**config.mk**
```make
export PLATFORM = sky130hd
export DESIGN_NAME = data_mem_arbiter
export DESIGN_NICKNAME = d
export VERILOG_FILES = /design/src/rtl/data_mem_arbiter_pkg.sv /design/src/rtl/data_mem_arbiter_prio.sv /design/src/rtl/data_mem_arbiter.sv
export SDC_FILE = /design/constraint.sdc
export NUM_CORES = 1
export LEC_CHECK = 0
export ABC_CLOCK_PERIOD_IN_PS = 4000
export BUFFER_PORTS_ARGS = -buffer_cell sky130_fd_sc_hd__buf_4
export CAP_MARGIN = 20
export CORE_AREA = 2 2 140 142
export DETAILED_ROUTE_END_ITERATION = 10
export DIE_AREA = 0 0 142 144
export GPL_TIMING_DRIVEN = 0
export PLACE_DENSITY = 0.58
export SYNTH_ARGS = -nofsm -noshare
export SYNTH_HDL_FRONTEND = slang
export SYNTH_SLANG_ARGS = --single-unit
```
**constraint.sdc**
```tcl
create_clock -name clk -period 4 [get_ports clk]
set_clock_uncertainty 0.1 [all_clocks]
set_input_delay 0.6 -clock clk [delete_from_list [all_inputs] [get_ports clk]]
set_output_delay 0.6 -clock clk [all_outputs]
set_load 0.005 [all_outputs]
```
**src/rtl/data_mem_arbiter_pkg.sv**
```systemverilog
// Shared CPU package: trap vectors, data-memory arbiter FSM encoding and owner type.
package data_mem_arbiter_pkg;

  localparam logic [31:0] ILLOP = 32'h8000_0004;
  localparam logic [31:0] XADR  = 32'h8000_0008;

  localparam logic [1:0] ST_IDLE    = 2'd0;
  localparam logic [1:0] ST_CPU_ACC = 2'd1;
  localparam logic [1:0] ST_DMA_ACC = 2'd2;
  localparam logic [1:0] ST_ERR_ACK = 2'd3;

  typedef enum logic [1:0] {
    OWN_NONE = 2'd0,
    OWN_CPU  = 2'd1,
    OWN_DMA  = 2'd2
  } owner_t;

  function automatic logic isMisaligned(input logic [31:0] addr);
    return addr[1:0] != 2'b00;
  endfunction

endpackage

```
**src/rtl/data_mem_arbiter_prio.sv**
```systemverilog
// Winner selection for the data-memory arbiter: CPU by default, DMA when starved or alone.
module arb_prio
  import data_mem_arbiter_pkg::*;
#(
  parameter int STARVE_LIMIT = 4
) (
  input  logic       i_cpu_req,
  input  logic       i_dma_req,
  input  logic [3:0] i_starve_cnt,
  output owner_t     o_winner
);

  localparam logic [3:0] LIMIT = 4'(STARVE_LIMIT);

  // Pick the requester that would be granted if the FSM is idle this cycle.
  always_comb begin
    o_winner = OWN_NONE;
    if (i_dma_req && ((i_starve_cnt == LIMIT) || !i_cpu_req))
      o_winner = OWN_DMA;
    else if (i_cpu_req)
      o_winner = OWN_CPU;
  end

endmodule

```
**src/rtl/data_mem_arbiter.sv**
```systemverilog
// Two-port (CPU / DMA loader) arbiter in front of a single-ported data memory.
module data_mem_arbiter
  import data_mem_arbiter_pkg::*;
#(
  parameter int LAT          = 1,
  parameter int STARVE_LIMIT = 4
) (
  input  logic        clk,
  input  logic        reset,
  input  logic        cpu_req,
  input  logic        cpu_wr,
  input  logic [31:0] cpu_addr,
  input  logic [31:0] cpu_wdata,
  output logic [31:0] cpu_rdata,
  output logic        cpu_ack,
  output logic        cpu_err,
  output logic        cpu_stall,
  input  logic        dma_req,
  input  logic        dma_wr,
  input  logic [31:0] dma_addr,
  input  logic [31:0] dma_wdata,
  output logic [31:0] dma_rdata,
  output logic        dma_ack,
  output logic        dma_err,
  output logic        mem_rd,
  output logic        mem_wr,
  output logic [31:0] mem_addr,
  output logic [31:0] mem_wdata,
  input  logic [31:0] mem_rdata
);

  localparam logic [3:0] LAST_CNT = 4'(LAT - 1);
  localparam logic [3:0] LIMIT    = 4'(STARVE_LIMIT);

  logic [1:0]  r_state;
  owner_t      r_owner;
  logic        r_wr;
  logic [31:0] r_addr;
  logic [31:0] r_wdata;
  logic [3:0]  r_cnt;
  logic [3:0]  r_starve;

  owner_t      w_winner;
  logic        w_grantWr;
  logic [31:0] w_grantAddr;
  logic [31:0] w_grantWdata;
  logic        w_inAccess;
  logic        w_lastCycle;
  logic        w_ack;
  logic        w_err;
  logic [31:0] w_rdata;

  arb_prio #(
    .STARVE_LIMIT(STARVE_LIMIT)
  ) u_arbPrio (
    .i_cpu_req   (cpu_req),
    .i_dma_req   (dma_req),
    .i_starve_cnt(r_starve),
    .o_winner    (w_winner)
  );

  // Route the winning requester's transfer fields toward the latch registers.
  always_comb begin
    w_grantWr    = cpu_wr;
    w_grantAddr  = cpu_addr;
    w_grantWdata = cpu_wdata;
    if (w_winner == OWN_DMA) begin
      w_grantWr    = dma_wr;
      w_grantAddr  = dma_addr;
      w_grantWdata = dma_wdata;
    end
  end

  // Main FSM: grant in IDLE, latch the transfer, count LAT access cycles, then return.
  always_ff @(posedge clk) begin
    if (reset) begin
      r_state <= ST_IDLE;
      r_owner <= OWN_NONE;
      r_wr    <= 1'b0;
      r_addr  <= '0;
      r_wdata <= '0;
      r_cnt   <= '0;
    end else begin
      case (r_state)
        ST_IDLE: begin
          if (w_winner != OWN_NONE) begin
            r_owner <= w_winner;
            r_wr    <= w_grantWr;
            r_addr  <= w_grantAddr;
            r_wdata <= w_grantWdata;
            r_cnt   <= '0;
            if (isMisaligned(w_grantAddr))
              r_state <= ST_ERR_ACK;
            else if (w_winner == OWN_DMA)
              r_state <= ST_DMA_ACC;
            else
              r_state <= ST_CPU_ACC;
          end
        end
        ST_CPU_ACC, ST_DMA_ACC: begin
          if (r_cnt == LAST_CNT) begin
            r_state <= ST_IDLE;
            r_owner <= OWN_NONE;
          end else begin
            r_cnt <= r_cnt + 4'd1;
          end
        end
        default: begin
          r_state <= ST_IDLE;
          r_owner <= OWN_NONE;
        end
      endcase
    end
  end

  // Starvation counter: counts CPU grants made while DMA is waiting, saturating at the limit.
  always_ff @(posedge clk) begin
    if (reset || !dma_req)
      r_starve <= '0;
    else if (r_state == ST_IDLE && w_winner == OWN_DMA)
      r_starve <= '0;
    else if (r_state == ST_IDLE && w_winner == OWN_CPU && r_starve != LIMIT)
      r_starve <= r_starve + 4'd1;
  end

  assign w_inAccess  = (r_state == ST_CPU_ACC) || (r_state == ST_DMA_ACC);
  assign w_lastCycle = w_inAccess && (r_cnt == LAST_CNT);

  // Memory strobes and the completion pulse; everything is forced quiet while reset is high.
  always_comb begin
    mem_rd    = 1'b0;
    mem_wr    = 1'b0;
    mem_addr  = '0;
    mem_wdata = '0;
    w_ack     = 1'b0;
    w_err     = 1'b0;
    w_rdata   = '0;
    if (!reset) begin
      if (w_inAccess) begin
        mem_rd    = ~r_wr;
        mem_wr    = r_wr;
        mem_addr  = r_addr;
        mem_wdata = r_wdata;
      end
      if (w_lastCycle) begin
        w_ack   = 1'b1;
        w_rdata = r_wr ? 32'h0 : mem_rdata;
      end
      if (r_state == ST_ERR_ACK) begin
        w_ack = 1'b1;
        w_err = 1'b1;
      end
    end
  end

  // Steer the completion to the owner only; the other port sees zeros.
  always_comb begin
    cpu_ack   = 1'b0;
    cpu_err   = 1'b0;
    cpu_rdata = '0;
    dma_ack   = 1'b0;
    dma_err   = 1'b0;
    dma_rdata = '0;
    if (r_owner == OWN_CPU) begin
      cpu_ack   = w_ack;
      cpu_err   = w_err;
      cpu_rdata = w_rdata;
    end else if (r_owner == OWN_DMA) begin
      dma_ack   = w_ack;
      dma_err   = w_err;
      dma_rdata = w_rdata;
    end
  end

  assign cpu_stall = cpu_req & ~cpu_ack;

endmodule

```
==> results of run 1 <==
## layer usage
| layer | vias up | part of all wire (%) | routed length [um] |
|---|---|---|---|
| li1 | 2902 | - | - |
| met1 | 2770 | 39 | 8270 |
| met2 | 290 | 51 | 10900 |
| met3 | 14 | 9.1 | 1940 |
| met4 | 0 | 1.1 | 242 |
| met5 | - | 0 | 0 |
## stage by stage
step	power, mW	std cells	hold slack [ps]	util (%)	setup slack (ps)
floorplan	1.53	623	351	-	1620
global placement	2.03	1159	369	38.5	1010
detailed placement	2.03	1159	377	38.5	983
CTS	2.90	1175	394	40.2	724
global route	3.06	1175	414	40.2	604
finish	2.87	1175	392	40.2	767
## cell type report
| cell class | count | area, sq um | area share, % |
|---|---|---|---|
| buffer | 74 | 322 | 4.20 |
| sequential | 77 | 1540 | 20.1 |
| clock buffer | 12 | 267 | 3.48 |
| clock inverter | 4 | 45.0 | 0.588 |
| inverter | 78 | 293 | 3.82 |
| timing repair buffer | 298 | 2240 | 29.2 |
| multi-input combinational | 394 | 2660 | 34.7 |
| tap | 238 | 298 | 3.89 |
## worst max-delay path, stage by stage, from the launching register on
cell and delay [ps]:
dfxtp_1 360, inv_1 50, ha_1 290, buf_2 300, clkbuf_1 430, clkbuf_1 390
and3_1 250, buf_4 120
## cell families (layout without fill, tap and decap cells)
group                    Yosys count  count (layout)  synth area share [%]
AND/OR/NAND/NOR                  293             293                  37.2
buffers and inverters            152             466                  12.8
AO/OA/AOI/OAI                     94              94                  16.2
flip-flops                        77              77                  32.0
adder cells (fa/ha/maj)            6               6                  1.56
XOR/XNOR                           1               1                 0.182
## power by group
| group | internal (mW) | leakage, nW | switching, mW |
|---|---|---|---|
| sequential | 0.898 | 0.633 | 0.0652 |
| clock | 0.532 | 0.158 | 0.335 |
| combinational | 0.427 | 2.97 | 0.615 |
## sequential cells by signal, indices dropped and copies added (netlist names)
register  flops
r_state       2
r_cnt         4
r_wdata      32
r_owner       2
r_wr          1
r_addr       32
r_starve      4
## final timing paths
check / start / end / slack (ps) / cells after the start
hold reg to reg: r_wdata[12] / r_wdata[12] / 390 / 2
hold / removal: r_wdata[12] / r_wdata[12] / 390 / 2
setup reg to reg: r_starve[0] / r_addr[31] / 1760 / 7
setup / recovery: r_state[0] / mem_addr[17] / 770 / 7
## cell usage in the layout, fill, tap and decap left out, types with 3 or more instances in the layout
cell         n
a211oi_1     3
a21oi_1      3
a22o_1       4
and2_1      64
and3_1      65
buf_1        3
buf_2       17
buf_4      301
clkbuf_1    47
clkbuf_16    9
clkbuf_2     3
clkbuf_8     3
clkinv_2     3
dfxtp_1     77
ha_1         6
inv_1       78
nand3_1     67
nand4_1     66
nor2_1       9
o21ai_0      4
o311ai_0    60
o311ai_1     5
o31ai_1      4
or4_1        4
==> flow_summary.yaml, run 1 <==
drt:
  wl_per_cell_um: 18.2
  dr.pass1.iters: 5
  ant_nets: 0
  num_vias: 5976
  totalWireLength_mm: 21.4
  drc: 0
  drt_iter0_drc: 255
  viasPerCell: 5.09
critical_path:
  crit_fanout: 10
  arrival_ps: 2530
  start_kind: "register"
  required_ps: 3300
  end_kind: "primary output"
  critical_path_class: "register to primary output"
logic_synthesis:
  yosys_warnings: 0
  yosysMostFrequentCell: "inv_1"
  ys_async_sr_fraction_pct: 0
  ys_ff_latch: 77
  syn_avg_cell_area_sq_um: 7.73
  synth_flop_cell: "dfxtp_1"
  synth_common_cells: "inv_1, dfxtp_1, nand3_1"
  yosysUniqueCellTypes: 47
  synth_edf_count: 0
  synth_area_leaders: "dfxtp_1, o311ai_0, nand4_1, and3_1, and2_1"
  synth_top_area_share_pct: 32.0
  synth_top_cell_by_area: "dfxtp_1"
  syn_nets: 795
  syn_area_sq_um: 4810
  ys_seq_area_share_pct: 32.0
  netlist_instances: 623
clock_network:
  clock-root-buffer: "clkbuf_16"
  htreeDepth: 3
  post_cts_buffers: 0
  cts.sink_count: 77
  clk_latency_ps: 340
  numCtsBuffers: 9
  cts_hold_buf: 0
  clk_pin_slew_ps: 60
  cts_resized: 0
  max-clock-path-buffers: 2
  cts_tree: "yes"
floorplanning:
  initial_core_util_pct: 25.2
  fp.dieW_um: 142
  die-area_sq_um: 20400
  die_h_um: 144
  pin_count: 301
  num_rows: 51
  design.core.area_sq_um: 19100
place:
  placed_cell_area_sq_um: 7350
  dpl.hpwl_mm: 16.8
  port_buffers: 298
  globalplace.congestion: 0.810
timing:
  fmax_ghz: 0.309
  slew-limit-headroom_pct: 58.5
  rsz0062_at_grt: "no"
  min_period_over_period_pct: 80.8
  hold_viol: 0
  worst_slew_pin_slew_ps: 622
  fin_tns_setup_ps: 0
  setup_viol: 0
  fin_crit_ps: 3230
  maxSlewViolCount: 0
grt:
  grt_max_degree: 13
  grt_pass1_vias: 5775
  grt_use_total_pct: 20.1
  grt_pass1_wl_mm: 31.8
  antenna_found_initial: 0
  use_met3_pct: 5.60
  use_met1_pct: 23.3
  gr-total-overflow: 0
  grt-busiest-layer: "met2"
  grt_use_met2_pct: 36.3
cells_and_area:
  fin_area_sq_um: 7660
  nFillCells: 2048
  n_antenna_cell: 0
  drive_gt1_share_pct: 36.9
  area_growth_pct: 59.1
  nNetsFinal: 1104
status:
  outcome: "completed"
power_and_ir_drop:
  pwr_density_cell_nw_per_um2: 375
  leakagePower_nw: 3.76
  ir_drop_v: 0.000207
min_path:
  hold_class: "register to register"
job:
  drv_cap: 0
Power figures use the tool's default switching activity.
==> inputs of run 2 (changes only) <==
Settings changed: ABC_CLOCK_PERIOD_IN_PS 4000 to 3100.
Clock period 4 ns to 3.1 ns, I/O delays scaled along.
==> run 2 against run 1 <==
Compared with the run above: critical path type unchanged; highest routed layer unchanged; register-to-register slack worse by 900 ps; worst hold slack worse by 110 ps; cell count hardly changed; critical endpoint is now cpu_stall; setup slack worse by 540 ps.
==> flow_summary.yaml, run 2 (synthesis gave the netlist of run 1 again) <==
floorplanning:
  die_h_um: 144
  fp.dieW_um: 142
  num_rows: 51
  initial_core_util_pct: 25.2
  die-area_sq_um: 20400
  pin_count: 301
  design.core.area_sq_um: 19100
cells_and_area:
  nNetsFinal: 1103
  nFillCells: 2048
  area_growth_pct: 59.0
  drive_gt1_share_pct: 37.0
  final_common_cell: "buf_4"
  layout_common_cells: "buf_4, inv_1, dfxtp_1, nand3_1, nand4_1"
  n_antenna_cell: 0
  reg.largest.list: "r_addr x32, r_wdata x32"
timing:
  fin_crit_ps: 2870
  setup_viol: 0
  slew-limit-headroom_pct: 58.3
  final.setup.worst_slack_ps: 230
  rsz0062_at_grt: "no"
  fmax_ghz: 0.348
  maxSlewViolCount: 0
  fin_tns_setup_ps: 0
  min_period_over_period_pct: 92.6
  hold_viol: 0
  worst_slew_pin_slew_ps: 625
clock_network:
  htreeDepth: 3
  cts.sink_count: 77
  cts_tree: "yes"
  cts_resized: 0
  clk_latency_ps: 330
  max-clock-path-buffers: 2
  numCtsBuffers: 9
  clk_pin_slew_ps: 60
  clock-root-buffer: "clkbuf_16"
status:
  outcome: "completed"
grt:
  grt_max_degree: 20
  grt_pass1_vias: 5767
  grt_use_total_pct: 20.0
  gr-total-overflow: 0
  antenna_found_initial: 0
  grt_pass1_wl_mm: 31.6
critical_path:
  crit_fanout: 19
  required_ps: 2530
  crit_start: "r_state[0]"
  r2r-start: "r_starve[0]"
  end_kind: "primary output"
  start_kind: "register"
  arrival_ps: 2300
  critical_path_class: "register to primary output"
drt:
  num_vias: 6005
  totalWireLength_mm: 21.4
  ant_nets: 0
  wl_per_cell_um: 18.2
  viasPerCell: 5.11
  drt_iter0_drc: 241
  dr.pass1.iters: 5
  drc: 0
power_and_ir_drop:
  leakagePower_nw: 3.76
  pwr_density_cell_nw_per_um2: 483
  total_power_mw: 3.70
  ir_drop_v: 0.000266
place:
  globalplace.congestion: 0.810
  port_buffers: 298
  dpl.hpwl_mm: 16.8
  place_ws_ps: 351
job:
  drv_cap: 0
min_path:
  hold_class: "primary input to register"
  hold_start: "cpu_wdata[12]"
[run 2: critical path: stages, from the launching register on]
cell	delay, ps
dfxtp_1	360
inv_1	50
ha_1	290
buf_2	360
nor4bb_4	430
nor2_1	140
o21a_1	200
buf_4	140
[run 2: cell type report]
class | instances | area [sq um] | area share, %
Clock inverter | 4 | 45.0 | 0.588
Inverter | 78 | 293 | 3.82
Timing Repair Buffer | 298 | 2240 | 29.2
Clock buffer | 12 | 267 | 3.48
Multi-Input combinational cell | 394 | 2660 | 34.7
Buffer | 73 | 318 | 4.15
Sequential cell | 77 | 1540 | 20.1
Tap cell | 238 | 298 | 3.89
[run 2: path summary, 6_finish.rpt]
check                              endpoint  slack, ps  cells after the start
worst max-delay path              cpu_stall        230                      7
worst min-delay path            r_wdata[12]        290                      3
worst max register to register  r_wdata[25]        860                      7
worst min register to register  r_wdata[12]        390                      2
[run 2: through the flow]
| step | utilization, % | area (sq um) | hold WS, ps | std cells |
|---|---|---|---|---|
| 5_1_grt | 40.1 | 7660 | 279 | 1174 |
| 2_1_floorplan | - | 4810 | 351 | 623 |
| 4_1_cts | 40.1 | 7660 | 271 | 1174 |
| 3_5_place_dp | 38.5 | 7350 | 377 | 1159 |
| 3_3_place_gp | 38.5 | 7350 | 369 | 1159 |
| 6_report | 40.1 | 7660 | 285 | 1174 |
[run 2: routing by layer]
| metal | global-route usage (%) | vias up | share of wire [%] |
|---|---|---|---|
| met5 | 0 | - | 0 |
| met4 | 5.37 | 0 | 1.2 |
| met3 | 5.60 | 14 | 8.5 |
| met2 | 36.0 | 280 | 51 |
| met1 | 23.2 | 2807 | 39 |
| li1 | - | 2904 | - |
[run 2: power by group]
group          switching (mW)  internal, mW
sequential             0.0841          1.16
clock                   0.430         0.686
combinational           0.789         0.549
[run 2: what timing repair did]
| action | in CTS | in global routing |
|---|---|---|
| endpoints found under the setup margin | 10 | 0 |
| endpoints found under the hold margin | 0 | 0 |
| buffers inserted | 0 | 0 |
| hold buffers | 0 | 0 |
==> inputs of run 3 (changes only) <==
Settings changed: CTS_CLUSTER_SIZE set to 10, PLACE_DENSITY 0.58 to 0.51.
==> run 3 against run 2 <==
Compared with the run above: via count is 0.58% lower; critical path depth unchanged; total power is 1.5% higher; first-iteration DRC count rose by 7.5%; clock power up 4%; largest power group unchanged; count of clock-buffer cells in the layout decreased by 1.
==> flow_summary.yaml, run 3 (synthesis gave the netlist of run 1 again) <==
grt:
  grt_use_met2_pct: 35.1
  antenna_found_initial: 1
  grt_pass1_wl_mm: 31.9
  grt_use_total_pct: 20.4
  use_met3_pct: 5.03
  gr-total-overflow: 0
  grt_max_degree: 20
  use_met1_pct: 24.6
  grt-busiest-layer: "met2"
  grt_pass1_vias: 5752
cells_and_area:
  n_antenna_cell: 0
  nFillCells: 2068
  final_common_cell: "buf_4"
  reg.largest.list: "r_addr x32, r_wdata x32"
  fin_area_sq_um: 7660
  nNetsFinal: 1103
  area_growth_pct: 59.1
  drive_gt1_share_pct: 36.8
  final_cells: 1174
  layout_common_cells: "buf_4, inv_1, dfxtp_1, nand3_1, nand4_1"
critical_path:
  critical_path_class: "register to primary output"
  path_cells: "inv_1, ha_1, buf_2, nor4bb_4, nor2_1, o21a_1, buf_4"
  r2r_slack_ps: 860
  end_kind: "primary output"
  crit_fanout: 19
  arrival_ps: 2320
  critPathCapture: "cpu_stall"
  start_kind: "register"
  slowest_delay_ps: 430
  cp_slowest_cell: "nor4bb_4"
  r2r-start: "r_starve[0]"
  crit_start: "r_state[0]"
  ff2ff_path_depth: 7
  required_ps: 2530
  r2r_end: "r_wdata[29]"
clock_network:
  cts_hold_buf: 0
  post_cts_buffers: 0
  cts_tree: "yes"
  numCtsBuffers: 9
  cts_resized: 0
  clock-root-buffer: "clkbuf_16"
  clk_pin_slew_ps: 60
  cts.sink_count: 77
  max-clock-path-buffers: 2
  clk_latency_ps: 340
  htreeDepth: 3
drt:
  viasPerCell: 5.09
  num_vias: 5970
  dr.pass1.iters: 5
  drc: 0
  totalWireLength_mm: 21.9
  ant_nets: 0
  drt_iter0_drc: 259
  wl_per_cell_um: 18.7
power_and_ir_drop:
  ir_drop_v: 0.000343
  total_power_mw: 3.75
  pwr_density_cell_nw_per_um2: 490
  leakagePower_nw: 3.75
timing:
  maxSlewViolCount: 0
  fmax_ghz: 0.347
  fin_tns_setup_ps: 0
  rsz0062_at_grt: "no"
  hold_viol: 0
  fin_crit_ps: 2880
  min_period_over_period_pct: 93.0
  setup_viol: 0
  worst_slew_pin_slew_ps: 598
  slew-limit-headroom_pct: 60.1
place:
  port_buffers: 298
  placed_cell_area_sq_um: 7350
  globalplace.congestion: 0.782
  dpl.hpwl_mm: 17.0
  dp_cells: 1159
floorplanning:
  die_h_um: 144
  num_rows: 51
  pin_count: 301
  die-area_sq_um: 20400
  fp.dieW_um: 142
  initial_core_util_pct: 25.2
  design.core.area_sq_um: 19100
status:
  outcome: "completed"
min_path:
  hold_class: "primary input to register"
job:
  drv_cap: 0
==> run 3: changes by cell type in the layout (fill, tap and decap cells not counted) <==
cell,previous run,this run
bufinv_16,1,2
clkbuf_1,46,48
clkbuf_8,3,0
clkinv_2,3,0
clkinvlp_4,0,2
inv_6,0,1
==> run 3: worst min path at each step <==
stage,from,end,cells after the start
after detailed placement,r_addr[18],r_addr[18],2
final,cpu_wdata[12],r_wdata[12],3
after CTS,cpu_wdata[13],r_wdata[13],3
after floorplan,r_addr[18],r_addr[18],2
after global routing,cpu_wdata[12],r_wdata[12],3
after global placement,r_addr[18],r_addr[18],2
==> run 3: layer usage <==
| layer | routed length [um] | share of wire [%] |
|---|---|---|
| met3 | 1660 | 7.6 |
| met1 | 8960 | 41 |
| met5 | 14 | 0.064 |
| met2 | 10700 | 49 |
| met4 | 531 | 2.4 |
==> run 3: stage by stage <==
stage | util [%] | setup slack (ps) | hold WS, ps
final | 40.2 | 217 | 275
after global routing | 40.2 | 56.7 | 271
after CTS | 40.2 | 188 | 260
after detailed placement | 38.5 | 353 | 378
after global placement | 38.5 | 356 | 367
after floorplan | - | 995 | 351
==> run 3: cell type report <==
type                            instances  area [sq um]  area share [%]
Buffer                                 73           318            4.15
Clock inverter                          5          83.8            1.09
Timing Repair Buffer                  298          2240            29.2
Inverter                               78           293            3.82
Tap cell                              238           298            3.89
Multi-Input combinational cell        394          2660            34.7
Clock buffer                           11           233            3.04
Sequential cell                        77          1540            20.1
==> run 3: critical path: cells and delay by family, from the launching register on <==
| family | cells | cell delay [ps] |
|---|---|---|
| AO/OA/AOI/OAI | 1 | 200 |
| AND/OR/NAND/NOR | 2 | 560 |
| adder cells (fa/ha/maj) | 1 | 290 |
| buffers and inverters | 3 | 560 |
| flip-flops | 1 | 370 |
==> run 3: where the power goes <==
part,total (mW),switching [mW],internal [mW]
logic,1.34,0.790,0.549
clock network,1.17,0.457,0.709
registers,1.25,0.0879,1.16
